`src/rtl/riscv_arb_pkg.sv`:
```
// ---------------------------------------------------------------------------
// riscv_arb_pkg
// Shared types and constants for the dual-core data-memory arbiter.
//   arb_state_t : arbiter FSM states (IDLE, ISSUE, WAIT)
//   NCORES      : number of requesting cores (two LSUs)
//   core_id_t   : one-bit core identifier
// No ports (package).
// ---------------------------------------------------------------------------
package riscv_arb_pkg;

  localparam int NCORES = 2;

  typedef logic [0:0] core_id_t;

  typedef enum logic [1:0] {
    IDLE  = 2'd0,
    ISSUE = 2'd1,
    WAIT  = 2'd2
  } arb_state_t;

endpackage

```
`src/rtl/arb_rr_pick.sv`:
```
// ---------------------------------------------------------------------------
// arb_rr_pick
// Round-robin selector for the two cores. It owns the "last served" pointer,
// which resets to core 1 so that core 0 wins the first contention.
// Ports:
//   clk, rst     : clock, asynchronous active-high reset
//   req_valid_i  : per-core request valid
//   hold_i       : stick with the last served core (bus lock in force)
//   done_i       : completion pulse; loads the pointer with done_id_i
//   done_id_i    : core whose transaction just completed
//   sel_id_o     : core that would be granted this cycle
//   sel_valid_o  : sel_id_o refers to a core that is actually requesting
// ---------------------------------------------------------------------------
module arb_rr_pick
  import riscv_arb_pkg::*;
(
  input  logic              clk,
  input  logic              rst,
  input  logic [NCORES-1:0] req_valid_i,
  input  logic              hold_i,
  input  logic              done_i,
  input  core_id_t          done_id_i,
  output core_id_t          sel_id_o,
  output logic              sel_valid_o
);

  core_id_t last_q;

  // Selection: while held, only the last served core may go. Otherwise a
  // lone requester wins outright, and under contention the core that was
  // not served last takes its turn.
  always_comb begin
    sel_id_o    = '0;
    sel_valid_o = |req_valid_i;
    if (hold_i) begin
      sel_id_o    = last_q;
      sel_valid_o = req_valid_i[last_q];
    end else if (&req_valid_i) begin
      sel_id_o = ~last_q;
    end else if (req_valid_i[1]) begin
      sel_id_o = 1'b1;
    end
  end

  // The pointer only moves when a transaction completes, so an abandoned or
  // still-pending transaction never shifts the round-robin order.
  always_ff @(posedge clk or posedge rst) begin
    if (rst) begin
      last_q <= 1'b1;
    end else if (done_i) begin
      last_q <= done_id_i;
    end
  end

endmodule

```
`src/rtl/dmem_bus_arbiter.sv`:
```
// ---------------------------------------------------------------------------
// dmem_bus_arbiter
// Shares the single data-memory port between core 0 and core 1 with
// round-robin arbitration and exactly one transaction in flight.
// Optional feature macro: DMEM_ARB_LOCK_EN adds req_lock so a core can keep
// the bus across several transactions (LR/SC, AMO sequences).
// Ports:
//   clk, rst                     : clock, asynchronous active-high reset
//   req_valid/req_ready          : per-core request handshake (bit i = core i)
//   req_we/addr/wdata/be         : per-core request fields, packed by core
//   req_lock (DMEM_ARB_LOCK_EN)  : per-core lock request
//   resp_valid                   : one-cycle response pulse to granted core
//   resp_rdata, resp_err         : shared response data / timeout flag
//   mem_valid/mem_ready          : request handshake toward memory
//   mem_we/addr/wdata/be         : request fields toward memory
//   mem_rvalid, mem_rdata        : memory completion and read data
// ---------------------------------------------------------------------------
module dmem_bus_arbiter
  import riscv_arb_pkg::*;
#(
  parameter int AW      = 32,
  parameter int DW      = 32,
  parameter int TIMEOUT = 16
) (
  input  logic                     clk,
  input  logic                     rst,
  input  logic [NCORES-1:0]        req_valid,
  output logic [NCORES-1:0]        req_ready,
  input  logic [NCORES-1:0]        req_we,
  input  logic [NCORES*AW-1:0]     req_addr,
  input  logic [NCORES*DW-1:0]     req_wdata,
  input  logic [NCORES*(DW/8)-1:0] req_be,
`ifdef DMEM_ARB_LOCK_EN
  input  logic [NCORES-1:0]        req_lock,
`endif
  output logic [NCORES-1:0]        resp_valid,
  output logic [DW-1:0]            resp_rdata,
  output logic                     resp_err,
  output logic                     mem_valid,
  input  logic                     mem_ready,
  output logic                     mem_we,
  output logic [AW-1:0]            mem_addr,
  output logic [DW-1:0]            mem_wdata,
  output logic [DW/8-1:0]          mem_be,
  input  logic                     mem_rvalid,
  input  logic [DW-1:0]            mem_rdata
);

  localparam int BW = DW / 8;
  localparam int CW = (TIMEOUT > 1) ? $clog2(TIMEOUT) : 1;
  localparam logic [CW-1:0] LAST_CNT = CW'((TIMEOUT > 0) ? TIMEOUT - 1 : 0);

  arb_state_t        state_q;
  core_id_t          grant_q;
  logic              we_q;
  logic [AW-1:0]     addr_q;
  logic [DW-1:0]     wdata_q;
  logic [BW-1:0]     be_q;
  logic              memValid_q;
  logic [NCORES-1:0] respValid_q;
  logic              respErr_q;
  logic [DW-1:0]     respRdata_q;
  logic [CW-1:0]     waitCnt_q;

  core_id_t          selId;
  logic              selValid;
  logic              holdLast;
  logic              accept;
  logic              timeoutHit;
  logic              done;
  logic              pickWe;
  logic [AW-1:0]     pickAddr;
  logic [DW-1:0]     pickWdata;
  logic [BW-1:0]     pickBe;

`ifdef DMEM_ARB_LOCK_EN
  logic lockReq_q;
  logic locked_q;
  assign holdLast = locked_q;
`else
  assign holdLast = 1'b0;
`endif

  arb_rr_pick u_pick (
    .clk         (clk),
    .rst         (rst),
    .req_valid_i (req_valid),
    .hold_i      (holdLast),
    .done_i      (done),
    .done_id_i   (grant_q),
    .sel_id_o    (selId),
    .sel_valid_o (selValid)
  );

  assign accept = (state_q == IDLE) && selValid;

  // Timeout fires on the WAIT cycle in which the counter sits at its last
  // value with no memory response; TIMEOUT of zero never fires.
  assign timeoutHit = (TIMEOUT != 0) && (waitCnt_q == LAST_CNT);
  assign done       = (state_q == WAIT) && (mem_rvalid || timeoutHit);

  // Ready is combinational and only ever raised for the selected core, so a
  // requester that drops valid before this point simply is not accepted.
  always_comb begin
    req_ready = '0;
    if (accept) begin
      req_ready[selId] = 1'b1;
    end
  end

  // Pull the selected core's request fields out of the packed buses.
  always_comb begin
    pickWe    = req_we[selId];
    pickAddr  = selId[0] ? req_addr[2*AW-1:AW]  : req_addr[AW-1:0];
    pickWdata = selId[0] ? req_wdata[2*DW-1:DW] : req_wdata[DW-1:0];
    pickBe    = selId[0] ? req_be[2*BW-1:BW]    : req_be[BW-1:0];
  end

  // Arbiter FSM. Every output is a register so memory sees clean, stable
  // fields while waiting for mem_ready and cores see a single-cycle response.
  always_ff @(posedge clk or posedge rst) begin
    if (rst) begin
      state_q     <= IDLE;
      grant_q     <= '0;
      we_q        <= 1'b0;
      addr_q      <= '0;
      wdata_q     <= '0;
      be_q        <= '0;
      memValid_q  <= 1'b0;
      respValid_q <= '0;
      respErr_q   <= 1'b0;
      respRdata_q <= '0;
      waitCnt_q   <= '0;
`ifdef DMEM_ARB_LOCK_EN
      lockReq_q   <= 1'b0;
      locked_q    <= 1'b0;
`endif
    end else begin
      respValid_q <= '0;
      respErr_q   <= 1'b0;
      case (state_q)
        IDLE: begin
          if (accept) begin
            grant_q    <= selId;
            we_q       <= pickWe;
            addr_q     <= pickAddr;
            wdata_q    <= pickWdata;
            be_q       <= pickBe;
            memValid_q <= 1'b1;
`ifdef DMEM_ARB_LOCK_EN
            lockReq_q  <= req_lock[selId];
`endif
            state_q    <= ISSUE;
          end
        end
        ISSUE: begin
          if (mem_ready) begin
            memValid_q <= 1'b0;
            waitCnt_q  <= '0;
            state_q    <= WAIT;
          end
        end
        WAIT: begin
          // A real response wins over a timeout landing on the same cycle.
          if (mem_rvalid) begin
            respValid_q[grant_q] <= 1'b1;
            respRdata_q          <= mem_rdata;
`ifdef DMEM_ARB_LOCK_EN
            locked_q             <= lockReq_q;
`endif
            state_q              <= IDLE;
          end else if (timeoutHit) begin
            respValid_q[grant_q] <= 1'b1;
            respErr_q            <= 1'b1;
            respRdata_q          <= '0;
`ifdef DMEM_ARB_LOCK_EN
            locked_q             <= 1'b0;
`endif
            state_q              <= IDLE;
          end else if (waitCnt_q != '1) begin
            waitCnt_q <= waitCnt_q + 1'b1;
          end
        end
        default: begin
          state_q <= IDLE;
        end
      endcase
    end
  end

  assign mem_valid  = memValid_q;
  assign mem_we     = we_q;
  assign mem_addr   = addr_q;
  assign mem_wdata  = wdata_q;
  assign mem_be     = be_q;
  assign resp_valid = respValid_q;
  assign resp_err   = respErr_q;
  assign resp_rdata = respRdata_q;

endmodule
```
`config.mk`:
```
export PLATFORM = sky130hd
export DESIGN_NAME = dmem_bus_arbiter
export DESIGN_NICKNAME = d
export VERILOG_FILES = /design/src/rtl/riscv_arb_pkg.sv /design/src/rtl/arb_rr_pick.sv /design/src/rtl/dmem_bus_arbiter.sv
export SDC_FILE = /design/constraint.sdc
export NUM_CORES = 1
export LEC_CHECK = 0
export ABC_AREA = 1
export ABC_CLOCK_PERIOD_IN_PS = 4600
export CAP_MARGIN = 10
export CORE_ASPECT_RATIO = 2
export CORE_UTILIZATION = 38
export CTS_CLUSTER_SIZE = 10
export DETAILED_ROUTE_END_ITERATION = 8
export GPL_ROUTABILITY_DRIVEN = 1
export GPL_TIMING_DRIVEN = 0
export PLACE_DENSITY = 0.81
export SLEW_MARGIN = 10
export SYNTH_ARGS = -nofsm -noshare
export SYNTH_HDL_FRONTEND = slang
export SYNTH_HIERARCHICAL = 1
export SYNTH_SLANG_ARGS = --single-unit
```
`constraint.sdc`:
```
create_clock -name clk -period 4.6 [get_ports clk]
set_input_delay 0.92 -clock clk [delete_from_list [all_inputs] [get_ports clk]]
set_output_delay 0.92 -clock clk [all_outputs]
set_load 0.005 [all_outputs]
```
After elaboration in Yosys (flattened, before gate mapping) --
Cells that the tools add are included.
Word-level totals: register bits after elaboration 113, input bits 176, output and inout bits 107, word-level logic and storage cells 77
Cells by class: add/sub/neg operators 1, magnitude comparators 4, equal/unequal tests 10, muxes and demuxes 33, bitwise logic cells 1, reduce and logical (&&, ||, !) cells 16
Operators by type and width (number):
- $mux W32 | 4
- $mux W4 | 5
- $mux W2 | 8
- $mux W1 | 11
- $ne A2 B2 Y1 const B | 4
- $pmux W4 S2 | 1
- $pmux W2 S3 | 1
- $reduce_and A2 Y1 | 3
- $reduce_and A3 Y1 | 2
- $reduce_bool A2 Y1 | 3
- $reduce_and A5 Y1 | 1
- $add A4 B1 Y4 const B | 1
- $eq A4 B4 Y1 const B | 1
- $logic_and A1 B1 Y1 | 4
- $lt A1 B2 Y1 const B | 2
- $ne A4 B4 Y1 const B | 1
- $ne A3 B3 Y1 const B | 1
- $demux W1 S1 | 2
- $eq A2 B1 Y1 const B | 1
- $eq A2 B2 Y1 const B | 1
- $ge A1 B1 Y1 const B | 2
- $logic_not A2 Y1 | 1
- $ne A2 B1 Y1 const B | 1
- $pmux W1 S2 | 1
- 3 further kinds | 3

Logic depth before layout (Yosys ltp) --
Gate-level depths: netlist (run 1).
word-level depth 7, depth in mapped cells 10, depth with buffers taken out 8

Hierarchy --
Netlist (run 1), hierarchy kept.
Modules (own cells, without submodules):
- dmem_bus_arbiter | instances 1, cells each 567, area each 4708.3 µm², sequential area each 2802.7 µm²
- arb_rr_pick | instances 1, cells each 14, area each 83.8 µm², sequential area each 26.3 µm²

Least setup slack after synthesis (run 1) --
No wires, ideal clock.
path kind input-to-output, start point in req_valid[0], end point out req_ready[1], arrival time 1582 ps, data required time 3680 ps, path slack 2098 ps, cell stages on the path 6, path buffers 2, cells stage by stage nand2_1 nand2_1 nand3_1 buf_2 nor2_4 buf_2
On the way: elaborated cells on any way between the ends 10, those cells by class order compare: 2; mux: 4; reduce/logical: 4
RTL lines:
- start: declaration | line dmem_bus_arbiter.sv:27 | input logic [NCORES-1:0] req_valid,
- $reduce_or A2 Y1 | line arb_rr_pick.sv:34 | sel_valid_o = |req_valid_i;
- net selValid | line dmem_bus_arbiter.sv:66 | logic selValid;
- $logic_and A1 B1 Y1 | line dmem_bus_arbiter.sv:95 | assign accept = (state_q == IDLE) && selValid;
- $mux W2 | line dmem_bus_arbiter.sv:106 | if (accept) begin
- end: declaration | line dmem_bus_arbiter.sv:28 | output logic [NCORES-1:0] req_ready,
The timed path passes the listed nets, and every way through them passes these cells.

Final worst setup path (run 1) --
start point in req_valid[0], end point out req_ready[0]
Same word-level chain as after synthesis.

==> metrics.md, run 1 <==
| Metric | Value |
|---|---|
| Final slew viol count | `0` |
| Initial antenna violation count | `0` |
| CP endpoint kind | `output pin` |
| Sequential fraction of the synthesis area | `59.03%` |
| Most frequent cells after synthesis | `294 x nand2_1, 112 x dfrtp_1, 110 x nand3_1` |
| Measured slew at the worst slew-check pin | `582.2 ps` |
| Cts hold-fix bufs | `0` |
| Sink Count | `113` |
| Net switching power | `1765 uW` |
| Comb power frac | `41.3%` |
| Reg2reg path depth | `7` |
| Hold WC Path Type | `flip-flop to flip-flop` |
| Chip height | `160.8 um` |
| Detail Placement HPWL | `12.77 mm` |
| Switching share of power | `33.49%` |
| Yosys warns | `6` |
| Kind of critical path | `input pin to output pin` |
| Worst R2R Start | `u_pick/last_q` |
| F_max | `0.2600 GHz` |
| Wire length per cell | `16.08 um` |
| Total CTS buffers | `17` |
| Final worst path period need | `3847 ps` |
| Worst-Skew Late Latency | `410 ps` |
| Max-capacitance violation count | `0` |
| Via density per instance | `4.797` |
| Routability cong. | `0.8956` |
| Gate Count Post-Synth | `581` |
| Type of origin of the critical path | `input pin` |
| Post-Syn Area | `4792 um^2` |
| ANT nets after route | `0` |
| Skew final | `8.844 ps` |
| Cell row count | `57` |
| Crit path launch | `req_valid[0]` |
| Worst Slack Setup Final | `753.3 ps` |
| Crit path capture | `req_ready[0]` |
| Worst path max stage delay | `580 ps` |
| Die area | `13090 um^2` |
| Sequential Power Share | `32.3%` |
| Reg-to-Reg End | `mem_addr[16]` |
| Final setup fails | `0` |
| Num ports | `283` |
| Clock power share | `26.4%` |
| CTS tree | `yes` |
| Crit-path slowest cell | `clkdlybuf4s50_1` |
| Clock transition at path regs | `60 ps` |
| Leakage | `0.003943 uW` |
| Critical Path, Cell by Cell | `clkdlybuf4s50_1 > nand2_1 > nand2_1 > nand3_1 > nor2_2 > buf_2 > clkdlybuf4s50_1` |
| Setup TNS | `0 ps` |
| Stages on the worst setup path | `7` |
| Post-synth ARST share | `100.0%` |
| Initial Util | `39.29%` |
| Resize count post-CTS | `0` |
| Worst Path Buf+Inv | `3` |
| Drc violations | `0` |
| Port buffer count | `281` |
| Mean area per synthesized cell | `8.248 um^2` |
| Final hold viol count | `0` |
| First-pass GRT wire length | `26.21 mm` |
| Synth top area cells | `dfrtp_1 58%, nand2_1 23%, nand3_1 11%, buf_2 2.2%, inv_1 1.0%` |
| Worst EP arrival | `2930 ps` |
| Drt total wl | `16.79 mm` |
| Count leader, synth | `nand2_1` |
| Setup Fix Bufs, Post-CTS | `0` |
| Reg2reg setup slack | `2710 ps` |
| Post-synth EDFFs | `0` |
| Pin count of the biggest net entering global routing | `66` |
| TritonRoute pass-1 iters | `5` |
| Nets@finish | `1061` |
| DR vias | `5008` |
| Int Pwr | `3505 uW` |
| Filler cells | `960` |
| Worst Path Required | `3680 ps` |
| Top cell type's share of synthesized area | `58.49%` |
| N_diodes | `0` |
| Setup WS pre-CTS | `758.8 ps` |
| Total grt overflow | `0` |
| Relative slew margins | `61.19%` |
| Status | `finished clean` |
| Unrepaired setup endpoints after global routing | `false` |
| Gr usage total | `27.03%` |
| Root buf cell | `clkbuf_16` |
| Delay-heaviest family, CP | `buffers and inverters` |
| H-tree depth | `4` |
| CP Max Fanout | `10` |
| Ys flop type | `dfrtp_1` |
| Vias in the first global route | `5308` |
| VDD IR max | `453.0 uV` |
| Die width | `81.41 um` |
| Cell taking the most area after synthesis | `dfrtp_1` |
| Starting DRT DRC Count | `247` |
| Tcrit/Tclk final | `83.62%` |
| Core area | `12200 um^2` |
| Distinct cells, synth | `21` |
| Share of layout cells above drive strength 1 | `6.912%` |
| Power density over cell area | `623.6 nW/um^2` |
| Area grow syn2layout | `76.32%` |
| Clock Tree Buf Depth | `2` |
| Register bit count reported by yosys | `113` |
## worst register-to-register path, delay by kind of cell (launching register included)
| kind | cells | cell delay, ps |
|---|---|---|
| buffers and inverters | 1 | 510 |
| DFF | 1 | 550 |
| and+or+nand+nor | 6 | 780 |
## cells in the final DEF, fill, tap and decap left out, types with 2 or more instances in the layout
cell type | netlist | routed
inv_6 | 0 | 7
conb_1 | 1 | 3
dfrtp_1 | 112 | 112
inv_8 | 0 | 2
buf_2 | 21 | 21
inv_1 | 13 | 12
nor2_1 | 6 | 6
clkbuf_1 | 10 | 10
nor2_2 | 2 | 2
clkdlybuf4s50_1 | 0 | 281
nand2_1 | 294 | 294
clkinv_4 | 0 | 2
nand3_1 | 110 | 110
clkbuf_16 | 0 | 17
bufinv_16 | 0 | 3
## state kept, by name (all words and copies together), names as in the netlist
| name | flops |
|---|---|
| mem_valid | 1 |
| state_q | 2 |
| resp_valid | 2 |
| u_pick/last_q | 1 |
| grant_q | 1 |
| mem_be | 4 |
| mem_we | 1 |
| mem_wdata | 32 |
| mem_addr | 32 |
| resp_err | 1 |
| resp_rdata | 32 |
| waitCnt_q | 4 |
## power by group through the flow
| stage | logic (uW) | registers [uW] | clock network (uW) |
|---|---|---|---|
| after global routing | 2410 | 1750 | 1450 |
| final | 2180 | 1700 | 1390 |
| after CTS | 2210 | 1700 | 1410 |
| after floorplan | 834 | 1720 | 0 |
| after global placement | 2140 | 1680 | 0 |
| after detailed placement | 2200 | 1700 | 0 |
## layer usage
layer  GRT usage (%)  wire length, um  vias up
li1                -                -     2446
met1           26.38             5706     2295
met5               0                0        -
met4           14.85              844        0
met3           7.727             1127       55
met2           48.71             9112      212
## layout make-up
class	instances	area (um^2)	share of cell area, %
Buffer	32	146.4	1.733
Clock buffer	17	425.4	5.035
Clock inverter	15	195.2	2.310
Inverter	14	57.56	0.6812
Multi-Input combinational cell	424	1772	20.97
Sequential cell	113	2829	33.48
Tap cell	147	183.9	2.177
Timing Repair Buffer	282	2840	33.61
## worst min-delay path by stage
stage	cells past startpoint	start	endpoint
after global routing	2	resp_rdata[4]	resp_rdata[4]
after detailed placement	2	resp_rdata[14]	resp_rdata[14]
final	2	resp_rdata[4]	resp_rdata[4]
after global placement	2	resp_rdata[28]	resp_rdata[28]
after CTS	2	resp_rdata[4]	resp_rdata[4]
after floorplan	1	grant_q	resp_valid[0]
## kinds of logic after synthesis
kind of cell / Yosys count / share of synthesized area [%]
buffers and inverters: 46 / 4.151
xor gates and xnor gates: 1 / 0.1828
and+or+nand+nor: 416 / 35.85
DFF: 113 / 59.03
AOI/OAI and AO/OA: 3 / 0.4439
other: 1 / 0.07825
adders and majority gates: 1 / 0.2611
## through the flow
step	area, um^2	utilization, %	cells	hold WS (ps)	total power, uW
global route	8449	69.28	1044	486.9	5611
detailed placement	7829	64.19	1012	457.2	3903
finish	8449	69.28	1044	468.0	5269
CTS	8449	69.28	1044	472.7	5323
floorplan	4800	-	583	425.4	2555
global placement	7796	63.93	1011	453.3	3829
Note: power is estimated with default switching activity, not from simulation.
==> run 2, diff against run 1 <==
--- a/config.mk
+++ b/config.mk
@@ -6,15 +6,15 @@
 export NUM_CORES = 1
 export LEC_CHECK = 0
 export ABC_AREA = 1
-export ABC_CLOCK_PERIOD_IN_PS = 4600
+export ABC_CLOCK_PERIOD_IN_PS = 3400
 export CAP_MARGIN = 10
 export CORE_ASPECT_RATIO = 2
-export CORE_UTILIZATION = 38
+export CORE_UTILIZATION = 34
 export CTS_CLUSTER_SIZE = 10
 export DETAILED_ROUTE_END_ITERATION = 8
 export GPL_ROUTABILITY_DRIVEN = 1
 export GPL_TIMING_DRIVEN = 0
-export PLACE_DENSITY = 0.81
+export PLACE_DENSITY = 0.77
 export SLEW_MARGIN = 10
 export SYNTH_ARGS = -nofsm -noshare
 export SYNTH_HDL_FRONTEND = slang
==> constraint.sdc (replaced) <==
create_clock -name clk -period 3.4 [get_ports clk]
set_input_delay 0.68 -clock clk [delete_from_list [all_inputs] [get_ports clk]]
set_output_delay 0.68 -clock clk [all_outputs]
set_load 0.005 [all_outputs]
==> run 2 against run 1 <==
Clock skew up 0.52 ps. Die area is 12% higher. Non-clock buffer count is 3 higher. Critical path type unchanged. Critical endpoint unchanged. Largest cell class unchanged. Largest power group unchanged. Highest routed layer unchanged.
==> metrics.md, run 2 (synthesis gave the netlist of run 1 again) <==
| Metric | Value |
|---|---|
| Final setup fails | `0 (unchanged)` |
| F_max | `0.3071 GHz` |
| Cell row count | `61 (+7.0%)` |
| Worst Path Buf+Inv | `3 (unchanged)` |
| Status | `finished clean` |
| Nets@finish | `1064 (+0.28%)` |
| TritonRoute pass-1 iters | `4 (-1)` |
| Comb power frac | `40.2% (-1.1 points)` |
| Cts hold-fix bufs | `0 (unchanged)` |
| Setup WS pre-CTS | `-48.84 ps (-807.6 ps)` |
| Core area | `13810 um^2 (+13%)` |
| Gr usage total | `24.01% (-3.0 points)` |
| Leakage | `0.003985 uW (+1.1%)` |
| Initial antenna violation count | `0 (unchanged)` |
| Hold WC Path Type | `flip-flop to flip-flop` |
| H-tree depth | `4 (unchanged)` |
| Post-route cell area | `8623 um^2 (+2.1%)` |
| Share of layout cells above drive strength 1 | `7.222% (+0.31 points)` |
| Most frequent cells in the layout | `294 x nand2_1, 281 x clkdlybuf4s50_1, 112 x dfrtp_1` |
| Pin count of the biggest net entering global routing | `37 (-44%)` |
| Net switching power | `2320 uW (+31%)` |
| Max-capacitance violation count | `0 (unchanged)` |
| Relative slew margins | `62.14% (+0.95 points)` |
| Critical Path, Cell by Cell | `clkdlybuf4s50_1 > nand2_1 > nand2_1 > nand3_1 > nor2_4 > buf_2 > clkdlybuf4s50_1` |
| Tcrit/Tclk final | `95.78%` |
| Switching share of power | `31.64% (-1.8 points)` |
| Kind of critical path | `input pin to output pin` |
| N_diodes | `0 (unchanged)` |
| Root buf cell | `clkbuf_16` |
| Design Power | `7332 uW (+39%)` |
| Hold WS | `472.4 ps (+4.315 ps)` |
| Worst EP arrival | `2580 ps (-350 ps)` |
| Crit-path slowest cell | `clkdlybuf4s50_1` |
| CTS tree | `yes` |
| Delay-heaviest family, CP | `buffers and inverters` |
| Final worst path period need | `3257 ps` |
| Final slew viol count | `0 (unchanged)` |
| Initial Util | `34.69% (-4.6 points)` |
| Area grow syn2layout | `79.95%` |
| Via density per instance | `4.639 (-3.3%)` |
| Sink Count | `113 (unchanged)` |
| Vias in the first global route | `5204 (-2.0%)` |
| Int Pwr | `5012 uW (+43%)` |
| First-pass GRT wire length | `26.43 mm (+0.84%)` |
| Worst-Skew Late Latency | `410 ps (about the same)` |
| Worst Path Required | `2720 ps (-960 ps)` |
| Final core utilization | `62.42% (-6.9 points)` |
| Measured slew at the worst slew-check pin | `568.0 ps (-14.24 ps)` |
| CP endpoint kind | `output pin` |
| Final hold viol count | `0 (unchanged)` |
| Sequential Power Share | `31.4% (-0.9 points)` |
| Num ports | `283 (unchanged)` |
| Drc violations | `0 (unchanged)` |
| Detail Placement HPWL | `12.83 mm (+0.50%)` |
| Starting DRT DRC Count | `101 (-59%)` |
| Skew final | `9.367 ps (+0.5224 ps)` |
| Clock Tree Buf Depth | `2 (unchanged)` |
| Die area | `14600 um^2 (+12%)` |
| Chip height | `169.9 um (+5.6%)` |
| Port buffer count | `281 (unchanged)` |
| Post-DP Area | `7913 um^2 (+1.1%)` |
| Die width | `85.95 um (+5.6%)` |
| Total grt overflow | `0 (unchanged)` |
| Unrepaired setup endpoints after global routing | `false` |
| Type of origin of the critical path | `input pin` |
| VDD IR max | `441.5 uV (-2.5%)` |
| Worst Slack Setup Final | `143.3 ps (-610.0 ps)` |
| DR vias | `5052 (+0.88%)` |
| Power density over cell area | `850.3 nW/um^2 (+36%)` |
| Worst path max stage delay | `560 ps (-20 ps)` |
| Clock power share | `28.4% (+2.0 points)` |
| Most common cell after layout, fill and taps aside | `nand2_1` |
| Total CTS buffers | `17 (unchanged)` |
| Wire length per cell | `15.70 um (-2.4%)` |
| ANT nets after route | `0 (unchanged)` |
| Drt total wl | `17.10 mm (+1.8%)` |
| CP Max Fanout | `10 (unchanged)` |
| Clock transition at path regs | `60 ps (about the same)` |
| Routability cong. | `0.8113 (-9.4%)` |
## run 2: final timing paths
| check | start | end | slack, ps | cells after the start |
|---|---|---|---|---|
| max | req_valid[1] | req_ready[0] | 140 | 7 |
| min | resp_rdata[28] | resp_rdata[28] | 470 | 2 |
| max reg2reg | u_pick/last_q | mem_addr[14] | 1610 | 7 |
| min reg2reg | resp_rdata[28] | resp_rdata[28] | 470 | 2 |
| max in group asynchronous | rst | mem_wdata[24] | 2040 | 4 |
| min in group asynchronous | rst | mem_addr[16] | 620 | 2 |
## run 2: repair_timing
item / 4_1_cts / 5_1_grt
hold endpoints to repair: 0 / 0
endpoints found under the setup margin: 1 / 1
gates resized for setup: 1 / 1
pin swaps: 0 / 1
buffers inserted: 0 / 1
## run 2: layout make-up
cell class                 count  area, um^2
clock inverter                12       229.0
tap                          189       236.5
buffer                        32       148.9
inverter                      14       56.30
clock buffer                  20       466.7
sequential                   113        2829
timing repair buffer         285        2880
fill                        1154        5191
multi-input combinational    424        1777
## run 2: through the flow
step	instances	setup TNS, ps
after floorplan	583	0
after global placement	1053	-121.8
after detailed placement	1056	-48.84
after CTS	1088	0
after global routing	1089	0
final	1089	0
## run 2: worst min-delay path: stages, from the launching register on
cell	delay, ps
dfrtp_1	340
nand2_1	50
nand2_1	40
## run 2: metal layers
metal | wire length [um] | GRT usage (%) | vias up
li1 | - | - | 2449
met4 | 615 | 10.87 | 0
met3 | 1105 | 7.614 | 41
met1 | 6040 | 24.24 | 2343
met5 | 0 | 0 | -
met2 | 9333 | 43.96 | 219
## run 2: power by group through the flow
stage / clock network [uW] / logic (uW) / registers, uW
after floorplan: 0 / 1130 / 2330
after global placement: 0 / 2920 / 2290
after detailed placement: 0 / 2970 / 2300
after CTS: 2110 / 3000 / 2300
after global routing: 2180 / 3250 / 2380
final: 2080 / 2950 / 2300
